**src/rtl/dut_check_seq_i8_pkg.sv**
```systemverilog
// Shared definitions for the CI vector sequencer: FSM encoding, the
// error-counter width and its saturating-increment helper.
package dut_check_seq_i8_pkg;

    localparam int ERR_W = 8;

    typedef enum logic [2:0] {
        ST_IDLE  = 3'd0,
        ST_FETCH = 3'd1,
        ST_APPLY = 3'd2,
        ST_WAIT  = 3'd3,
        ST_CHECK = 3'd4,
        ST_DONE  = 3'd5
    } state_t;

    // Increment that sticks at all-ones instead of wrapping.
    function automatic logic [ERR_W-1:0] sat_inc(input logic [ERR_W-1:0] v);
        logic [ERR_W-1:0] res;
        if (v == {ERR_W{1'b1}}) begin
            res = v;
        end else begin
            res = v + ERR_W'(1);
        end
        return res;
    endfunction

endpackage

```
**src/rtl/dut_check_seq_i8_lat_counter.sv**
```systemverilog
// Loadable down-counter that paces the wait for a pipelined DUT result;
// terminal count is flagged while the count sits at one.
module lat_counter #(
    parameter int W = 1
) (
    input  logic         i_clk,
    input  logic         i_rst_n,
    input  logic         i_load,
    input  logic [W-1:0] i_load_val,
    input  logic         i_dec,
    output logic         o_tc
);

    logic [W-1:0] r_cnt;

    // Count register: load wins over decrement, never decrements past zero.
    always_ff @(posedge i_clk or negedge i_rst_n) begin
        if (!i_rst_n) begin
            r_cnt <= {W{1'b0}};
        end else if (i_load) begin
            r_cnt <= i_load_val;
        end else if (i_dec && (r_cnt != {W{1'b0}})) begin
            r_cnt <= r_cnt - W'(1);
        end else begin
            r_cnt <= r_cnt;
        end
    end

    assign o_tc = (r_cnt == W'(1));

endmodule

```
**src/rtl/dut_check_seq_i8.sv**
```systemverilog
// Self-checking vector sequencer: fetches (a, b, expected) triples, drives a
// two-operand 8-bit DUT, waits its latency and scores the result.
module dut_check_seq_i8
    import dut_check_seq_i8_pkg::*;
#(
    parameter int NVEC = 4,
    parameter int LAT  = 0,
    parameter int AW   = 8
) (
    input  logic             clock,
    input  logic             reset,
    input  logic             start,
    output logic [AW-1:0]    vec_addr,
    input  logic [7:0]       vec_a,
    input  logic [7:0]       vec_b,
    input  logic [7:0]       vec_exp,
    output logic [7:0]       dut_a,
    output logic [7:0]       dut_b,
    input  logic [7:0]       dut_y,
    output logic             busy,
    output logic             fail,
    output logic             finish,
    output logic [ERR_W-1:0] err_count,
    output logic [AW-1:0]    first_err
);

    localparam int            CW       = (LAT > 0) ? $clog2(LAT + 1) : 1;
    localparam logic [AW-1:0] LAST_IDX = AW'(NVEC - 1);

    state_t           r_state;
    state_t           w_next_state;
    logic [AW-1:0]    r_idx;
    logic [7:0]       r_dut_a;
    logic [7:0]       r_dut_b;
    logic [7:0]       r_exp;
    logic             r_busy;
    logic             r_fail;
    logic             r_finish;
    logic [ERR_W-1:0] r_err_count;
    logic [AW-1:0]    r_first_err;
    logic             w_restart;
    logic             w_mismatch;
    logic             w_wait_done;
    logic             w_next_busy;

    // A finished run accepts a new start only once finish has been shown.
    assign w_restart   = start && ((r_state == ST_IDLE) ||
                                   ((r_state == ST_DONE) && r_finish));
    assign w_mismatch  = (dut_y != r_exp);
    assign w_next_busy = (w_next_state != ST_IDLE) && (w_next_state != ST_DONE);

    generate
        if (LAT > 0) begin : g_lat
            lat_counter #(.W(CW)) u_lat (
                .i_clk      (clock),
                .i_rst_n    (reset),
                .i_load     (r_state == ST_APPLY),
                .i_load_val (CW'(LAT)),
                .i_dec      (r_state == ST_WAIT),
                .o_tc       (w_wait_done)
            );
        end else begin : g_no_lat
            assign w_wait_done = 1'b0;
        end
    endgenerate

    // State register.
    always_ff @(posedge clock or negedge reset) begin
        if (!reset) begin
            r_state <= ST_IDLE;
        end else begin
            r_state <= w_next_state;
        end
    end

    // Next-state decode.
    always_comb begin
        w_next_state = r_state;
        case (r_state)
            ST_IDLE, ST_DONE: begin
                if (w_restart) begin
                    w_next_state = ST_FETCH;
                end else begin
                    w_next_state = r_state;
                end
            end
            ST_FETCH: w_next_state = ST_APPLY;
            ST_APPLY: begin
                if (LAT > 0) begin
                    w_next_state = ST_WAIT;
                end else begin
                    w_next_state = ST_CHECK;
                end
            end
            ST_WAIT: begin
                if (w_wait_done) begin
                    w_next_state = ST_CHECK;
                end else begin
                    w_next_state = ST_WAIT;
                end
            end
            ST_CHECK: begin
                if (r_idx == LAST_IDX) begin
                    w_next_state = ST_DONE;
                end else begin
                    w_next_state = ST_FETCH;
                end
            end
            default: w_next_state = ST_IDLE;
        endcase
    end

    // Datapath, scoreboard and status registers.
    always_ff @(posedge clock or negedge reset) begin
        if (!reset) begin
            r_idx       <= {AW{1'b0}};
            r_dut_a     <= 8'd0;
            r_dut_b     <= 8'd0;
            r_exp       <= 8'd0;
            r_busy      <= 1'b0;
            r_fail      <= 1'b0;
            r_finish    <= 1'b0;
            r_err_count <= {ERR_W{1'b0}};
            r_first_err <= {AW{1'b0}};
        end else begin
            r_busy <= w_next_busy;
            case (r_state)
                ST_IDLE, ST_DONE: begin
                    if (w_restart) begin
                        r_idx       <= {AW{1'b0}};
                        r_fail      <= 1'b0;
                        r_finish    <= 1'b0;
                        r_err_count <= {ERR_W{1'b0}};
                        r_first_err <= {AW{1'b0}};
                    end else begin
                        r_finish <= (r_state == ST_DONE);
                    end
                end
                ST_APPLY: begin
                    r_dut_a <= vec_a;
                    r_dut_b <= vec_b;
                    r_exp   <= vec_exp;
                end
                ST_CHECK: begin
                    if (w_mismatch) begin
                        r_fail      <= 1'b1;
                        r_err_count <= sat_inc(r_err_count);
                        if (!r_fail) begin
                            r_first_err <= r_idx;
                        end
                    end
                    if (r_idx != LAST_IDX) begin
                        r_idx <= r_idx + AW'(1);
                    end
                end
                default: begin
                    r_idx <= r_idx;
                end
            endcase
        end
    end

    assign vec_addr  = r_idx;
    assign dut_a     = r_dut_a;
    assign dut_b     = r_dut_b;
    assign busy      = r_busy;
    assign fail      = r_fail;
    assign finish    = r_finish;
    assign err_count = r_err_count;
    assign first_err = r_first_err;

endmodule
```
**config.mk**
```make
export PLATFORM = sky130hd
export DESIGN_NAME = dut_check_seq_i8
export DESIGN_NICKNAME = d
export VERILOG_FILES = /design/src/rtl/dut_check_seq_i8_pkg.sv /design/src/rtl/dut_check_seq_i8_lat_counter.sv /design/src/rtl/dut_check_seq_i8.sv
export SDC_FILE = /design/constraint.sdc
export NUM_CORES = 1
export LEC_CHECK = 0
export CORE_UTILIZATION = 40
export DETAILED_ROUTE_END_ITERATION = 8
export GPL_TIMING_DRIVEN = 0
export PLACE_DENSITY = 0.69
export RECOVER_POWER = 50
export SLEW_MARGIN = 40
export SYNTH_ARGS = -nofsm -noshare
export SYNTH_HDL_FRONTEND = slang
export SYNTH_SLANG_ARGS = --single-unit
```
**constraint.sdc**
```tcl
create_clock -name clock -period 3.05 [get_ports clock]
set_input_delay 0.4575 -clock clock [delete_from_list [all_inputs] [get_ports clock]]
set_output_delay 0.4575 -clock clock [all_outputs]
set_load 0.005 [all_outputs]
```
; After elaboration in Yosys (flattened, before gate mapping)
; Cells that the tools add are included.
[classes]
n_addsub = 2
n_eq_ne = 15
n_mux = 16
n_reduce_logical = 12
[ops]
columns = op, n
row1 = 8-bit two-way mux, 6
row2 = 8-bit case mux with 2 select lines, 3
row3 = "8-bit by 1-bit adder with 8-bit output, second input constant", 2
row4 = 3-bit case mux with 5 select lines, 1
row5 = "2-bit != test, second input constant", 5
row6 = "8-bit by 2-bit == test with 1-bit output, second input constant", 1
row7 = "8-bit == test, second input constant", 1
row8 = "8-bit by 2-bit != test with 1-bit output, second input constant", 1
row9 = 8-bit != test, 1
row10 = 4-bit AND reduction, 2
row11 = "3-bit by 2-bit == test with 1-bit output, second input constant", 2
row12 = "3-bit == test, second input constant", 2
row13 = 3-bit two-way mux, 2
row14 = 3-bit AND reduction, 2
row15 = "3-bit by 1-bit == test with 1-bit output, second input constant", 1
row16 = 1-bit logical AND, 3
row17 = 3-bit logical NOT, 1
row18 = 1-bit two-way mux, 3
row19 = "3-bit != test, second input constant", 1
row20 = 3-bit nonzero test, 1
row21 = 1-bit case mux with 2 select lines, 1
row22 = 2-bit nonzero test, 1
row23 = 2-bit OR reduction, 1
row24 = 1-bit logical OR, 1
[word_totals]
regBits = 54
input_bits = 35
output_inout_bits = 43
word_cells = 55

; Longest topological paths before layout
; Gate-level depths: netlist of run 1.
[logic_depth]
ltp_word = 8
ltp_mapped = 7
mapped_depth_nobuf = 6

; Worst setup path after synthesis of run 1
; Ideal clock, no wire load.
[synth_timing]
kind = register to register
startpoint = register r_err_count[0], in the netlist err_count[0]
endpoint = register r_err_count[0], in the netlist err_count[0]
setup_time_ps = 121
arrival_time_ps = 1601
t_required_ps = 2929
path_slack_ps = 1328
path_stages_with_launch = 7
n_path_buf = 0
synth_period_minus_slack_ps = 1722
cell_sequence = dfrtp_1 ha_1 and2_1 and4_1 a21oi_1 o21ai_1 a22o_1
[synth_between]
elab_chain_cells = 4
word_cells_on_any_way = 7
cone_classes = add/sub: 1 / eq/ne: 2 / mux: 3 / reduce/logical: 1
[synth_rtl]
columns = element, line_no
row1 = from (decl), dut_check_seq_i8.sv:39  ; logic [ERR_W-1:0] r_err_count;
row2 = from (signal assigned), dut_check_seq_i8.sv:123  ; r_err_count <= {ERR_W{1'b0}};
row3 = from (signal assigned), dut_check_seq_i8.sv:133  ; r_err_count <= {ERR_W{1'b0}};
row4 = from (signal assigned), dut_check_seq_i8.sv:147  ; r_err_count <= sat_inc(r_err_count);
row5 = 8-bit by 1-bit adder with 8-bit output, dut_check_seq_i8_pkg.sv:22  ; res = v + ERR_W'(1);
row6 = 8-bit two-way mux, dut_check_seq_i8_pkg.sv:19  ; if (v == {ERR_W{1'b1}}) begin
row7 = 8-bit two-way mux, dut_check_seq_i8.sv:145  ; if (w_mismatch) begin
row8 = 8-bit case mux with 2 select lines, dut_check_seq_i8.sv:127  ; case (r_state)
; Parallel ways exist; a longest one is shown, timed or not. The select of a mux whose other input is x is not followed.
; A chain may end at the register's enable or synchronous reset.

; Final worst setup path of run 1
[layout_timing]
startpoint = input port dut_y[7]
endpoint = register r_first_err[5], in the netlist first_err[5]
[layout_between]
elab_chain_cells = 3
[layout_rtl]
columns = element, line_no
row1 = from (decl), dut_check_seq_i8.sv:19  ; input logic [7:0] dut_y,
row2 = 8-bit != test, dut_check_seq_i8.sv:49  ; assign w_mismatch = (dut_y != r_exp);
row3 = 2-bit != test (no source line), n/a
row4 = 4-bit AND reduction (no source line), n/a
row5 = to (signal assigned), dut_check_seq_i8.sv:124  ; r_first_err <= {AW{1'b0}};
row6 = to (signal assigned), dut_check_seq_i8.sv:134  ; r_first_err <= {AW{1'b0}};
row7 = to (signal assigned), dut_check_seq_i8.sv:149  ; r_first_err <= r_idx;
row8 = to (decl), dut_check_seq_i8.sv:40  ; logic [AW-1:0] r_first_err;
; Every way passes these cells.

==> out/qor.csv, run 1 <==
stage;metric;value;unit
sta;setup_violations;0;
die;die_x;80.9;um
worst_setup_path;crit_path_end_kind;flip-flop;
finish;register_area;1350;um2
global_routing;grt_max_degree;36;
synthesis;yosysWarnings;0;
sta;fmax;474;MHz
synthesis;synth_top_area_cell;dfrtp_1;
sta;fin_ws;0.942;ns
die;fp.dieArea;6540;um2
finish;finalNetCount;327;
cts;post_cts_resize_count;0;
finish;diodes;0;
synthesis;synth-seq-cells;54;
finish;drive_above_1_share;0.158;
placement;preCtsSetupSlack;0.606;ns
finish;area_growth;39.4;%
run_status;status;finished clean;
route;drt_iter0_drc;145;
cts;cts-hold-fix-buffers;0;
synthesis;syn_area;2490;um2
synthesis;yosys.cell_count.top_type;dfrtp_1;
die;fp-row-count;28;
synthesis;synth_fp_nets;242;
sta;slew_headroom;0.228;
cts;cts_sinks;54;
sta;period_share;0.691;
die;ios;78;
route;drc;0;
sta;rsz0062_at_grt;false;
synthesis;synthArstFlopShare;1.00;
synthesis;synth_seq_area_share;0.543;
global_routing;grtUsageTotal;0.189;
sta;tightest_slew;1.16;ns
pwr;p_leak;1.46;nW
cts;htree_levels;2;
worst_setup_path;path_class;primary input to flip-flop;
synthesis;syn_avg_cell_area;12.1;um2
cts;cts_tree;done;
finish;multiInputGateArea;1080;um2
worst_setup_path;cp_data_required_time;3.30;ns
route;vias;1944;
cts;clkTransAtPathRegs;0.09;ns
worst_setup_path;cp.arrival;2.36;ns
pwr;power_per_cell_area;796;nW/um2
synthesis;synth_top_cell_area_share;0.543;
placement;place.gp.congestion;0.787;
route;wl;5590;um
die;start_util;0.418;
cts;cts_buffers;5;
die;die_h;80.9;um
job;drv_cap;0;
synthesis;synth_flop_cell;dfrtp_1;
route;vias_per_cell;5.31;
worst_setup_path;crit_path_start_kind;primary input;
global_routing;antenna_found_initial;0;
placement;portBuffers;77;
sta;finClkSkew;0.00339;ns
cts;clk-insertion-delay-late;0.31;ns
die;core-area;5960;um2
route;wire_per_inst;15.3;um
worst_setup_path;worstReg2RegStart;r_state[0]$_DFF_PN0_;
sta;finalHoldViolations;0;
synthesis;synthesis.instances;205;
global_routing;overflow;0;
worst_setup_path;cp-startpoint;dut_y[7];
worst_setup_path;cp_max_fo;8;
sta;min_period;2.11;ns
cts;clockBufferDepth;2;
route;dr.pass1.iters;4;
synthesis;synth.distinct_cells;43;
cts;post-cts-setup-buffer-count;0;
global_routing;grt_pass1_wl;9380;um
synthesis;synth_area_leaders;dfrtp_1, mux2_2, xor2_1;
finish;nFillCells;542;
global_routing;grt_pass1_vias;1929;
placement;place.detailed.hpwl;3970;um
cts;cts_root_buffer;clkbuf_8;
hold_path;min_path_type;primary input to async pin;
finish;final_cells;366;
placement;placed_cells;358;
synthesis;synth_common_cells;dfrtp_1, mux2_2, nor2_1, nand2_1, xor2_1;
route;ant_nets;0;
synthesis;synth_edf_count;0;
sta;drv_slew;0;
pwr;worst_ir_drop_vdd;0.000420;V
[state kept, by name, indices dropped and copies added, names as in the netlist]
| name | flops |
|---|---|
| first_err | 8 |
| busy | 1 |
| vec_addr | 8 |
| r_exp | 8 |
| dut_a | 8 |
| dut_b | 8 |
| fail | 1 |
| r_state | 3 |
| err_count | 8 |
| finish | 1 |
[per-layer routing]
layer | wire length, um | up-vias | track usage
met1 | 2400 | 944 | 0.241
met3 | 568 | 6 | 0.0787
li1 | - | 915 | -
met4 | 78 | 0 | 0.0643
met2 | 2540 | 79 | 0.288
met5 | 0 | - | 0
[cells by family (layout without fill, tap and decap cells)]
| group | after synthesis | count (layout) | share of synthesized area |
|---|---|---|---|
| AOI/OAI and AO/OA | 41 | 41 | 0.136 |
| xor gates and xnor gates | 14 | 14 | 0.0493 |
| adders and majority gates | 2 | 2 | 0.0101 |
| buffers and inverters | 10 | 96 | 0.0226 |
| DFF | 54 | 54 | 0.543 |
| muxes | 25 | 25 | 0.113 |
| and+or+nand+nor | 59 | 59 | 0.126 |
[metrics by stage]
| stage | hold WS, ns | utilization | TNS [ns] | cell area [um2] | power, mW |
|---|---|---|---|---|---|
| floorplan | 0.162 | - | 0 | 2490 | 1.80 |
| CTS | 0.0141 | 0.584 | 0 | 3480 | 2.83 |
| finish | 0.349 | 0.582 | 0 | 3470 | 2.76 |
| global route | 0.439 | 0.582 | 0 | 3470 | 2.96 |
| global placement | 0.482 | 0.563 | -11.95 | 3350 | 2.32 |
| detailed placement | 0.360 | 0.566 | 0 | 3370 | 2.35 |
[final cells by class]
class | count | share of cell area
well taps | 75 | 0.0271
plain buffers | 8 | 0.0126
multi-input cells | 141 | 0.310
repair buffers | 78 | 0.226
clock buffers | 8 | 0.0318
flip-flops and latches | 54 | 0.390
inverters | 2 | 0.00217
[critical path: stages]
cell and delay, ns:
clkdlybuf4s50_1 0.42, xor2_1 0.15, nor4_1 0.48, nand2_1 0.29, o22ai_4 0.36, a22o_1 0.20
[path summary, 6_finish.rpt]
| path | to | slack, ns | cells past startpoint |
|---|---|---|---|
| setup / recovery | first_err[5]$_DFFE_PN0P_ | 0.94 | 6 |
| hold / removal | err_count[3]$_DFFE_PN0P_ | 0.35 | 1 |
| min in group clock | first_err[1]$_DFFE_PN0P_ | 0.50 | 1 |
| max in group asynchronous | dut_b[4]$_DFFE_PN0P_ | 1.94 | 2 |
| setup reg to reg | r_exp[2]$_DFFE_PN0P_ | 0.97 | 6 |
| hold reg to reg | first_err[1]$_DFFE_PN0P_ | 0.50 | 1 |
[layout by cell type (no fill, tap or decap), drive strengths merged, types with 10 or more instances in the layout]
| master | netlist | routed |
|---|---|---|
| a22o | 10 | 10 |
| clkbuf | 0 | 11 |
| clkdlybuf4s50 | 0 | 64 |
| dfrtp | 54 | 54 |
| dlygate4sd3 | 0 | 12 |
| mux2 | 25 | 25 |
| nand2 | 12 | 12 |
| nor2 | 19 | 19 |
| xor2 | 11 | 11 |
[where the power goes]
part / internal [mW] / switching [mW] / total, mW / leakage, nW
Sequential: 0.958 / 0.155 / 1.11 / 0.684
Combinational: 0.673 / 0.514 / 1.19 / 0.715
Clock: 0.230 / 0.231 / 0.461 / 0.0575
Total: 1.86 / 0.900 / 2.76 / 1.46
Note: power is estimated with default switching activity, not from simulation.
==> inputs of run 2 (changes only) <==
--- a/config.mk
+++ b/config.mk
@@ -8,7 +8,7 @@
 export CORE_UTILIZATION = 40
 export DETAILED_ROUTE_END_ITERATION = 8
 export GPL_TIMING_DRIVEN = 0
-export PLACE_DENSITY = 0.69
+export PLACE_DENSITY = 0.72
 export RECOVER_POWER = 50
 export SLEW_MARGIN = 40
 export SYNTH_ARGS = -nofsm -noshare
==> constraint.sdc (replaced) <==
create_clock -name clock -period 1.8 [get_ports clock]
set_input_delay 0.27 -clock clock [delete_from_list [all_inputs] [get_ports clock]]
set_output_delay 0.27 -clock clock [all_outputs]
set_load 0.005 [all_outputs]
==> run 2 against run 1 <==
Compared with the run above: clock power up 73%; worst setup slack worse by 0.90 ns; final cell count up 4.1%; wire length up 0.36%; global-route usage down 0.53 points; critical endpoint is now err_count[5]$_DFFE_PN0P_; largest cell class unchanged.
==> out/qor.csv, run 2 (synthesis results as in run 1) <==
stage;metric;value;unit
route;wl_met2;2720;um
worst_setup_path;path_cells;clkdlybuf4s50_1, xor2_1, nor4_4, and2_4, o311a_1, a211o_1;
route;wire_per_inst;14.7;um
cts;cts_buffers;5;
sta;fmax;570;MHz
finish;area_growth;48.6;%
die;fp-row-count;28;
worst_setup_path;slowest_stage;clkdlybuf4s50_1;
finish;layout_common_cells;clkdlybuf4s50_1, dfrtp_1, mux2_2;
hold_path;min_from;first_err[2]$_DFFE_PN0P_;
pwr;worst_ir_drop_vdd;0.000763;V
global_routing;overflow;0;
sta;finClkSkew;0.00384;ns
global_routing;antenna_found_initial;0;
die;die_x;80.9;um
cts;cts_sinks;54;
cts;cts_tree;done;
finish;finalNetCount;342;
sta;setup_violations;0;
finish;drive_above_1_share;0.248;
sta;slew_headroom;0.522;
sta;finalHoldViolations;0;
cts;clk-insertion-delay-late;0.30;ns
route;route.layer.met1.wl;2400;um
sta;tns;0;ns
route;top_layer_used;met4;
run_status;status;finished clean;
placement;place.gp.congestion;0.821;
finish;final_common_cell;clkdlybuf4s50_1;
job;drv_cap;0;
hold_path;hold_depth;1;
route;ant_nets;0;
route;drc;0;
die;start_util;0.418;
route;vias;1970;
die;ios;78;
die;die_h;80.9;um
finish;utilization;0.621;
worst_setup_path;worstRegToRegCells;5;
worst_setup_path;cp_data_required_time;1.99;ns
worst_setup_path;worstReg2RegEnd;err_count[5]$_DFFE_PN0P_;
sta;drv_slew;0;
cts;clockBufferDepth;2;
global_routing;grt_pass1_wl;9180;um
worst_setup_path;crit_path_end_kind;flip-flop;
route;drt_iter0_drc;75;
pwr;p_leak;1.53;nW
global_routing;grt_max_degree;29;
worst_setup_path;worstReg2RegStart;err_count[0]$_DFFE_PN0P_;
placement;place.detailed.hpwl;3860;um
cts;clkTransAtPathRegs;0.09;ns
global_routing;grt_pass1_vias;1930;
route;wl;5610;um
worst_setup_path;crit_path_start_kind;primary input;
pwr;total_power;5.07;mW
pwr;power_per_cell_area;1370;nW/um2
global_routing;grtUsageTotal;0.184;
route;dr.pass1.iters;4;
hold_path;min_path_type;flip-flop to flip-flop;
worst_setup_path;cp.arrival;1.94;ns
worst_setup_path;cpPeakStageDelay;0.48;ns
route;routed-wl-met3;425;um
worst_setup_path;r2r_setup_slack;0.05;ns
die;core-area;5960;um2
finish;nFillCells;496;
cts;htree_levels;2;
sta;period_share;0.974;
worst_setup_path;cp_max_fo;7;
die;fp.dieArea;6540;um2
sta;min_period;1.75;ns
finish;diodes;0;
cts;cts_root_buffer;clkbuf_8;
placement;portBuffers;77;
route;vias_per_cell;5.17;
hold_path;hold_end;first_err[2]$_DFFE_PN0P_;
worst_setup_path;path_class;primary input to flip-flop;
sta;tightest_slew;0.718;ns
-- run 2: cell count changes in the layout (fill, tap and decap cells not counted), moves of 3 or more --
cell	before	now
buf_4	0	19
clkdlybuf4s50_1	64	76
dlygate4sd3_1	12	1
buf_2	5	2
clkbuf_8	8	5
-- run 2: critical path: cells and delay by family --
| kind | cells | cell delay, ns |
|---|---|---|
| AO/OA/AOI/OAI | 2 | 0.62 |
| buffers and inverters | 1 | 0.48 |
| XOR/XNOR | 1 | 0.29 |
| AND/OR/NAND/NOR | 2 | 0.28 |
-- run 2: per-stage QoR --
step	hold slack [ns]	cells	area [um2]	setup WS (ns)
2_1_floorplan	-0.0256	205	2490	0.0782
3_3_place_gp	0.484	357	3350	-1.24
3_5_place_dp	0.214	358	3370	-0.426
4_1_cts	0.429	370	3550	-0.00242
5_1_grt	0.526	381	3700	-0.00363
6_report	0.508	381	3700	0.0462
-- run 2: routing by layer --
metal	track usage	up-vias
met4	0.0625	0
met3	0.0663	8
met2	0.292	68
met5	0	-
met1	0.231	948
li1	-	946
-- run 2: repair_timing --
item | 4_1_cts | 5_1_grt
endpoints found under the hold margin | 27 | 0
pin swaps | 3 | 11
buffers inserted | 3 | 12
hold buffers | 1 | 0
setup endpoints to repair | 26 | 38
gates resized for setup | 10 | 18
-- run 2: worst max-delay path by stage --
| stage | startpoint | to | slack (ns) | depth (start not counted) |
|---|---|---|---|---|
| after floorplan | err_count[0]$_DFFE_PN0P_ | err_count[0]$_DFFE_PN0P_ | 0.08 | 6 |
| after global placement | reset | dut_b[3]$_DFFE_PN0P_ | -1.24 | 1 |
| after detailed placement | dut_y[7] | first_err[6]$_DFFE_PN0P_ | -0.43 | 6 |
| after CTS | r_state[1]$_DFF_PN0_ | vec_addr[7]$_DFFE_PN0P_ | -0.002 | 6 |
| after global routing | r_state[1]$_DFF_PN0_ | vec_addr[0]$_DFFE_PN0P_ | -0.004 | 6 |
| final | dut_y[2] | err_count[5]$_DFFE_PN0P_ | 0.05 | 6 |
-- run 2: report_power, final --
| group | internal [mW] | switching, mW | leakage, nW | total, mW |
|---|---|---|---|---|
| clock network | 0.417 | 0.380 | 0.0524 | 0.796 |
| logic | 1.38 | 0.994 | 0.795 | 2.38 |
| registers | 1.62 | 0.272 | 0.684 | 1.90 |
| total | 3.42 | 1.65 | 1.53 | 5.07 |
-- run 2: cell type report --
| cell class | instances | area (um2) | area share |
|---|---|---|---|
| well taps | 75 | 93.8 | 0.0254 |
| clock buffers | 7 | 76.3 | 0.0206 |
| clock inverters | 1 | 30.0 | 0.00812 |
| multi-input cells | 141 | 1170 | 0.318 |
| inverters | 2 | 11.3 | 0.00305 |
| flip-flops and latches | 54 | 1350 | 0.366 |
| repair buffers | 94 | 908 | 0.246 |
| plain buffers | 7 | 51.3 | 0.0139 |
==> inputs of run 3 (changes only) <==
--- a/config.mk
+++ b/config.mk
@@ -7,7 +7,8 @@
 export LEC_CHECK = 0
 export CORE_UTILIZATION = 40
 export DETAILED_ROUTE_END_ITERATION = 8
-export GPL_TIMING_DRIVEN = 0
+export GPL_TIMING_DRIVEN = 1
+export MAX_ROUTING_LAYER = met4
 export PLACE_DENSITY = 0.72
 export RECOVER_POWER = 50
 export SLEW_MARGIN = 40
==> run 3 against run 2 <==
Compared with the run above: utilization is 0.44 points lower; critical path type unchanged; sequential share of layout area is 0.30 points higher; largest power group unchanged; largest cell class unchanged; sequential power is 2% higher; highest routed layer unchanged; clock skew is 0.0033 ns higher.
==> out/qor.csv, run 3 (synthesis results as in run 1) <==
stage;metric;value;unit
sta;tightest_slew;0.735;ns
cts;post-cts-setup-buffer-count;0;
placement;place.detailed.hpwl;4170;um
cts;cts_tree;done;
pwr;total_power;4.88;mW
worst_setup_path;crit_buf_inv;2;
placement;place.gp.congestion;0.860;
global_routing;grt_pass1_wl;9550;um
route;wl;5770;um
worst_setup_path;slowest_stage;clkdlybuf4s50_1;
worst_setup_path;crit_path_end_kind;flip-flop;
finish;finalNetCount;350;
cts;clockBufferDepth;2;
route;dr.pass1.iters;4;
global_routing;antenna_found_initial;0;
finish;fin_area;3670;um2
worst_setup_path;crit_family;buffers and inverters;
die;start_util;0.418;
route;drc;0;
sta;slew_headroom;0.510;
finish;register_area;1350;um2
run_status;status;finished clean;
global_routing;overflow;0;
worst_setup_path;cp_max_fo;3;
worst_setup_path;cp.arrival;1.91;ns
finish;layout_common_cells;clkdlybuf4s50_1, dfrtp_1, buf_4;
die;fp-row-count;28;
finish;diodes;0;
sta;rsz0062_at_grt;true;
worst_setup_path;cpPeakStageDelay;0.48;ns
route;wire_per_inst;14.9;um
die;die_x;80.9;um
finish;area_growth;47.5;%
route;drt_iter0_drc;138;
finish;final_common_cell;clkdlybuf4s50_1;
cts;clkTransAtPathRegs;0.10;ns
sta;min_period;1.70;ns
global_routing;grtUsageTotal;0.197;
sta;drv_slew;0;
route;vias;2023;
die;fp.dieArea;6540;um2
sta;finalHoldViolations;0;
finish;final_cells;388;
route;vias_per_cell;5.21;
sta;setup_violations;0;
cts;cts_sinks;54;
sta;finClkSkew;0.00714;ns
route;ant_nets;0;
cts;htree_levels;2;
worst_setup_path;path_cells;clkdlybuf4s50_1, xor2_1, nor4_2, buf_4, and2_4, o311a_1, a211o_1;
worst_setup_path;cp_data_required_time;2.00;ns
pwr;power_per_cell_area;1330;nW/um2
sta;period_share;0.946;
job;drv_cap;0;
pwr;p_leak;1.58;nW
hold_path;min_path_type;flip-flop to flip-flop;
placement;dpl_cell_area;3570;um2
cts;clk-insertion-delay-late;0.31;ns
finish;multiInputGateArea;1100;um2
worst_setup_path;path_class;primary input to flip-flop;
finish;drive_above_1_share;0.243;
die;die_h;80.9;um
placement;placed_cells;380;
global_routing;grt_pass1_vias;2046;
sta;holdWs;0.498;ns
cts;cts_buffers;5;
die;core-area;5960;um2
sta;fmax;587;MHz
placement;portBuffers;77;
finish;nFillCells;512;
worst_setup_path;crit_path_start_kind;primary input;
global_routing;grt_max_degree;55;
die;ios;78;
pwr;worst_ir_drop_vdd;0.000766;V
cts;cts_root_buffer;clkbuf_8;
==> run 3: path summary, 6_finish.rpt <==
check | depth (start not counted) | from | end | slack [ns]
max | 7 | dut_y[7] | err_count[5]$_DFFE_PN0P_ | 0.1
min | 1 | first_err[1]$_DFFE_PN0P_ | first_err[1]$_DFFE_PN0P_ | 0.50
max reg2reg | 4 | r_state[0]$_DFF_PN0_ | first_err[6]$_DFFE_PN0P_ | 0.1
min reg2reg | 1 | first_err[1]$_DFFE_PN0P_ | first_err[1]$_DFFE_PN0P_ | 0.50
max in group asynchronous | 3 | reset | r_state[2]$_DFF_PN0_ | 0.65
min in group asynchronous | 3 | reset | err_count[0]$_DFFE_PN0P_ | 0.64
==> run 3: through the flow <==
stage / worst slack [ns] / utilization / setup TNS, ns
CTS: 0.0150 / 0.615 / 0
detailed placement: -0.343 / 0.599 / -3.55
global placement: -0.254 / 0.599 / -3.12
finish: 0.0966 / 0.616 / 0
floorplan: 0.0782 / - / 0
global route: -0.0234 / 0.616 / -0.0353
==> run 3: repair_timing <==
action,CTS,global route
hold buffers,1,0
setup endpoints to repair,1,16
hold endpoints to repair,54,0
gates resized for setup,1,7
pin swaps,0,3
==> run 3: worst reg2reg max path: stages, from the launching register on <==
cell and delay [ns]:
dfrtp_1 0.49, or3b_1 0.45, buf_4 0.19, o22ai_4 0.31
a22o_1 0.19
==> run 3: routing by layer <==
| metal | wire length, um | share of wire | GRT usage |
|---|---|---|---|
| met1 | 2580 | 0.45 | 0.257 |
| met2 | 2810 | 0.49 | 0.309 |
| met3 | 341 | 0.059 | 0.0517 |
| met4 | 33 | 0.0057 | 0.0375 |
| met5 | 0 | 0 | - |
==> run 3: power breakdown <==
| part | switching (mW) | leakage (nW) | internal (mW) |
|---|---|---|---|
| registers | 0.316 | 0.683 | 1.62 |
| logic | 0.894 | 0.848 | 1.37 |
| clock network | 0.409 | 0.0444 | 0.270 |
| total | 1.62 | 1.58 | 3.26 |
==> run 3: layout make-up <==
class                   count  area share
inverters                   2     0.00205
multi-input cells         141       0.300
clock buffers               5      0.0188
well taps                  75      0.0256
clock inverters             2     0.00375
repair buffers            109       0.282
flip-flops and latches     54       0.369
